File: config.mk
export PLATFORM = sky130hd
export DESIGN_NAME = square_rebuild
export DESIGN_NICKNAME = d
export VERILOG_FILES = /design/src/rtl/square_rebuild.sv
export SDC_FILE = /design/constraint.sdc
export NUM_CORES = 1
export LEC_CHECK = 0
export CORE_AREA = 2 2 164 86
export DETAILED_ROUTE_END_ITERATION = 7
export DIE_AREA = 0 0 166 88
export GPL_ROUTABILITY_DRIVEN = 0
export HOLD_SLACK_MARGIN = 0.12
export PLACE_DENSITY = 0.52
export SYNTH_ARGS = -nofsm -noshare
export SYNTH_HDL_FRONTEND = slang
export SYNTH_SLANG_ARGS = --single-unit
File: constraint.sdc
create_clock -name clk -period 3.1 [get_ports clk]
set_clock_uncertainty 0.15 [all_clocks]
set_input_delay 0.465 -clock clk [delete_from_list [all_inputs] [get_ports clk]]
set_output_delay 0.465 -clock clk [all_outputs]
set_load 0.01 [all_outputs]
File: src/rtl/square_rebuild.sv
// square_rebuild: rebuilds Result = Root*Root + Rem with a shift-and-add multiplier, one bit per clock
// Ports: clk, reset (async, active-high); Start/Root/Rem request and operands;
//        Result (2*WIDTH), Done (one-cycle pulse), Busy (computing), Err (Rem > 2*Root)
module square_rebuild #(
    parameter int WIDTH = 8
) (
    input  logic               clk,
    input  logic               reset,
    input  logic               Start,
    input  logic [WIDTH-1:0]   Root,
    input  logic [WIDTH:0]     Rem,
    output logic [2*WIDTH-1:0] Result,
    output logic               Done,
    output logic               Busy,
    output logic               Err
);
    localparam int CW = $clog2(WIDTH + 1);
    typedef enum logic [1:0] {IDLE, CALC, FIN} state_t;
    state_t state, state_nx;
    logic [2*WIDTH-1:0] acc, mcand, acc_sum;
    logic [WIDTH-1:0]   mplier;
    logic [CW-1:0]      cnt;
    logic               last;
    assign last    = cnt == CW'(1);
    assign acc_sum = mplier[0] ? acc + mcand : acc;
    always_ff @(posedge clk or posedge reset) begin
        if (reset) state <= IDLE;
        else       state <= state_nx;
    end
    always_comb begin
        state_nx = (state == IDLE) ? (Start ? CALC : IDLE) :
                   (state == CALC) ? (last ? FIN : CALC) : IDLE;
    end
    always_comb begin
        Busy = state == CALC;
        Done = state == FIN;
    end
    always_ff @(posedge clk or posedge reset) begin
        if (reset) begin
            acc    <= '0;
            mcand  <= '0;
            mplier <= '0;
            cnt    <= '0;
            Result <= '0;
            Err    <= 1'b0;
        end else if (state == IDLE && Start) begin
            acc    <= (2*WIDTH)'(Rem);
            mcand  <= (2*WIDTH)'(Root);
            mplier <= Root;
            cnt    <= CW'(WIDTH);
            Err    <= (WIDTH+2)'(Rem) > (WIDTH+2)'({Root, 1'b0});
        end else if (state == CALC) begin
            acc    <= acc_sum;
            mcand  <= mcand << 1;
            mplier <= mplier >> 1;
            cnt    <= cnt - CW'(1);
            if (last) Result <= acc_sum;
        end
    end
endmodule
== Word level (Yosys, flattened, before mapping) ==
Cells that the tools add are included.

* Bits of input ports: 20
* RAM bits: 0
* Memories kept: 0
* Memory bits (read-only): 0
* Latch bits: 0
* Register bits after elaboration: 63

* Add/sub/neg operators: 2
* Div/mod/pow operators: 0
* Multiply operators: 0
* Equal/unequal tests: 3
* Magnitude comparators: 1
* Reductions and logical operators: 4
* Mux-type cells: 13
* Bitwise operators: 1
* Shifts and indexed selects: 0

{| class="wikitable"
|+ Operators with widths
! cell !! number
|-
| 2-to-1 mux 16 bit || 5
|-
| adder 16 bit || 1
|-
| 2-to-1 mux 8 bit || 2
|-
| greater-than comparator 9 bit || 1
|-
| 2-to-1 mux 4 bit || 2
|-
| 2-to-1 mux 2 bit || 3
|-
| == test 4 x 1 -> 1 bit (second input constant) || 1
|-
| subtractor 4 x 1 -> 4 bit (second input constant) || 1
|-
| AND reduction 3 bit || 1
|-
| == test 2 x 1 -> 1 bit (second input constant) || 1
|-
| == test 2 bit (second input constant) || 1
|-
| logical NOT 2 bit || 1
|-
| nonzero test 2 bit || 1
|-
| logical AND 1 bit || 1
|-
| 2-to-1 mux 1 bit || 1
|-
| NOT 1 bit || 1
|}

== Depth between registers and ports, before layout ==
* Depth in word-level cells: 4
* Depth in mapped cells: 9

== Least setup slack after synthesis ==
No wires, ideal clock.

* Kind: register to register
* Start: reg acc[0]
* End: reg Result[10]
* Arrival time: 2197 ps
* Path slack: 676 ps
* Library setup time: 76 ps
* Required time: 2874 ps
* Cell stages (with the launch flop): 10
* Cells stage by stage: dfrtp_1 ha_1 fa_1 a211oi_1 o21ai_1 a31o_1 a21oi_1 xor2_1 mux2_2 o21ai_1

* Cells in the longest elaborated chain, start to end: 2

{| class="wikitable"
|+ Ends and longest elaborated chain
! item !! line !! RTL
|-
| start, declared || 20 || <nowiki>logic [2*WIDTH-1:0] acc, mcand, acc_sum;</nowiki>
|-
| start signal, assigned || 47 || <nowiki>acc <= (2*WIDTH)'(Rem);</nowiki>
|-
| start signal, assigned || 53 || <nowiki>acc <= acc_sum;</nowiki>
|-
| adder 16 bit || 25 || <nowiki>assign acc_sum = mplier[0] ? acc + mcand : acc;</nowiki>
|-
| 2-to-1 mux 16 bit || 25 ||
|-
| end signal, assigned || 57 || <nowiki>if (last) Result <= acc_sum;</nowiki>
|-
| end, declared || 12 || <nowiki>output logic [2*WIDTH-1:0] Result,</nowiki>
|}

No other way between the ends.
A chain may end at the register's enable or synchronous reset.

== Final worst setup path ==
* Start: reg acc[0]
* End: reg Result[14]

Same word-level chain as after synthesis.

==> impl_metrics.env <==
export IMPL_syn_area_um2=3710
export IMPL_grtUsageTotal_pct=15.9
export IMPL_cp_end_kind="flip-flop"
export IMPL_yosys_area_share_simple_pct=14.7
export IMPL_fmax_mhz=374
export IMPL_fin_area_um2=4560
export IMPL_slowest_stage="fa_1"
export IMPL_worstPathArrival_ns=2.74
export IMPL_synth_edf_count=0
export IMPL_yosysWarnings=0
export IMPL_avgSynthCellArea_um2=9.38
export IMPL_cts_hold_buffers=0
export IMPL_final_common_cell="nand2_1"
export IMPL_final_max_slew_viol_count=0
export IMPL_wl_per_cell_um=17.3
export IMPL_drive_above_1_share_pct=9.95
export IMPL_io_pins=39
export IMPL_via_count=3186
export IMPL_outcome="completed"
export IMPL_vias_per_cell=5.16
export IMPL_diodes=0
export IMPL_clock_latency_ns=0.33
export IMPL_drc=0
export IMPL_wirelength_um=10700
export IMPL_nets=483
export IMPL_seq_area_frac_synth_pct=42.5
export IMPL_p_leak_uw=0.00206
export IMPL_max_stage_delay_ns=0.43
export IMPL_crit_type="flip-flop to flip-flop"
export IMPL_syn_to_final_growth_pct=22.9
export IMPL_grt_ovfl_total=0
export IMPL_synth_seq_cells=63
export IMPL_start_util_pct=28.2
export IMPL_cpMostUsedCell="nand2_1"
export IMPL_async_flop_share_pct=100
export IMPL_finalCriticalPeriod_ns=2.67
export IMPL_tightestPinTransition_ns=0.893
export IMPL_cts_root_to_sink_buffers=2
export IMPL_h_tree_depth=3
export IMPL_antenna_left=0
export IMPL_cts_resized=0
export IMPL_synth_fa_ha_area_share_pct=8.96
export IMPL_netlist_instances=396
export IMPL_r2r_slack_ns=0.43
export IMPL_synth_xor_area_share_pct=3.27
export IMPL_path_clk_slew_ns=0.05
export IMPL_crit_path_start_kind="flip-flop"
export IMPL_post_cts_buffers=0
export IMPL_cts_sinks=63
export IMPL_die_x_um=166
export IMPL_dp_hpwl_um=8090
export IMPL_place_port_buffers=38
export IMPL_mostFrequentLayoutCells="nand2_1, dfrtp_1, o21ai_0, clkdlybuf4s50_1, ha_1"
export IMPL_grt_pass1_wl_um=17600
export IMPL_maxSlewHeadroom_pct=40.1
export IMPL_rsz0062_at_grt="no"
export IMPL_ys_types=58
export IMPL_irDropWorstVdd_mv=0.402
export IMPL_dieArea_um2=14600
export IMPL_cp_required_ns=3.17
export IMPL_clockRootBuffer="clkbuf_16"
export IMPL_finalCritPeriodShare_pct=86.2
export IMPL_crit_chain="ha_1 > fa_1 > a211oi_1 > o21ai_1 > nand3_1 > nand2_1 > a221oi_2 > mux2i_1 > nand2_1"
export IMPL_finalSetupTns_ns=0
export IMPL_synth_compound_area_share_pct=22.4
export IMPL_core_area_um2=13200
export IMPL_synthesis_nets=442
export IMPL_rows=30
export IMPL_ys_flop_type="dfrtp_1"
export IMPL_numCtsBuffers=9
export IMPL_dr_pass1_iters=5
export IMPL_antenna_found_initial=0
export IMPL_dpl_cell_area_um2=4290
export IMPL_grt_max_degree=42
export IMPL_drt_iter0_markers=303
export IMPL_p_per_area_nw_per_um2=1110
export IMPL_cp_max_fo=3
export IMPL_synth_top_family_by_area="compound AO/OA/AOI/OAI gates"
export IMPL_cts_tree="done"
export IMPL_grt_pass1_vias=2993
export IMPL_finalSetupViolCount=0
export IMPL_die_y_um=88
export IMPL_cap_violations=0
export IMPL_synth_area_mux_share_pct=3.13
export IMPL_finalHoldViolations=0
export IMPL_hold_path_class="flip-flop to flip-flop"
==> cells in the mapped netlist, types with 2 or more instances <==
cell type | number | share of area (%)
nand2_1 | 64 | 6.5
dfrtp_1 | 63 | 42
o21ai_0 | 47 | 6.3
ha_1 | 25 | 8.4
a21oi_1 | 20 | 2.7
inv_1 | 18 | 1.8
nor2_1 | 16 | 1.6
a22oi_1 | 13 | 2.6
clkbuf_1 | 10 | 1.0
a22o_1 | 9 | 2.1
xnor2_1 | 7 | 1.7
mux2i_1 | 6 | 1.6
nor2b_1 | 6 | 1.0
a21o_1 | 5 | 1.0
mux2_2 | 5 | 1.5
o21ai_1 | 5 | 0.67
xor2_1 | 5 | 1.2
a31oi_1 | 4 | 0.67
clkbuf_8 | 4 | 1.5
nor3_1 | 4 | 0.54
nor3b_1 | 4 | 0.81
o22ai_1 | 4 | 0.67
a211oi_1 | 3 | 0.61
and2_1 | 3 | 0.51
and3_1 | 3 | 0.51
buf_1 | 3 | 0.30
nand3_1 | 3 | 0.40
a211oi_2 | 2 | 0.67
a32o_1 | 2 | 0.54
buf_2 | 2 | 0.27
nand2b_1 | 2 | 0.34
nand3b_1 | 2 | 0.40
nand4_1 | 2 | 0.34
==> routing by layer <==
layer | share of wire, % | vias to the layer above | global-route usage [%] | wire length [um]
li1 | - | 1503 | - | -
met1 | 57 | 1544 | 26.3 | 6120
met2 | 34 | 129 | 18.8 | 3600
met3 | 8.5 | 10 | 4.38 | 912
met4 | 0.83 | 0 | 4.03 | 89
met5 | 0 | - | 0 | 0
==> cell families (layout without fill, tap and decap cells) <==
family / count (synthesis) / in the layout
XOR/XNOR: 13 / 13
AO/OA/AOI/OAI: 128 / 128
multiplexers: 11 / 11
buffers and inverters: 38 / 84
adder cells (fa/ha/maj): 26 / 26
AND/OR/NAND/NOR: 117 / 117
flip-flops: 63 / 63
==> power breakdown <==
group	internal (uW)	total [uW]	switching [uW]	leakage (uW)
registers	1190	1500	317	0.000801
clock network	579	939	361	0.000142
logic	1100	2610	1510	0.00111
total	2870	5060	2190	0.00206
==> registers in the layout, indices dropped and copies added, names as in the netlist <==
signal  cells
Err         1
Result     16
acc        16
cnt         4
mcand      16
mplier      8
state       2
==> critical path, delay by kind of cell (launching register included) <==
family	cells	cell delay (ns)
AOI/OAI and AO/OA	3	0.82
and+or+nand+nor	3	0.30
adders and majority gates	2	0.67
muxes	1	0.22
DFF	1	0.39
==> final timing paths <==
check	end	from	cells after the start
max in group asynchronous	mcand[8]	reset	3
max reg2reg	Result[14]	acc[0]	9
min	Result[6]	Result[6]	2
min reg2reg	Result[6]	Result[6]	2
min in group asynchronous	Result[4]	reset	3
max	Result[14]	acc[0]	9
==> cell type report <==
class	count	area [um2]
flip-flops and latches	63	1580
inverters	18	67.6
fillers	1326	8610
multi-input cells	295	1950
well taps	176	220
clock inverters	4	20.0
clock buffers	12	256
repair buffers	50	470
==> per-stage QoR <==
stage | hold slack [ns] | setup slack (ns) | util (%) | cells | power [uW]
3_5_place_dp | 0.315 | 0.474 | 32.5 | 602 | 4070
6_report | 0.324 | 0.427 | 34.6 | 618 | 5060
3_3_place_gp | 0.316 | 0.527 | 32.5 | 602 | 4050
4_1_cts | 0.329 | 0.450 | 34.6 | 618 | 5050
5_1_grt | 0.356 | 0.251 | 34.6 | 618 | 5470
2_1_floorplan | 0.297 | 0.676 | - | 396 | 3210
(Power assumes the default switching activity.)
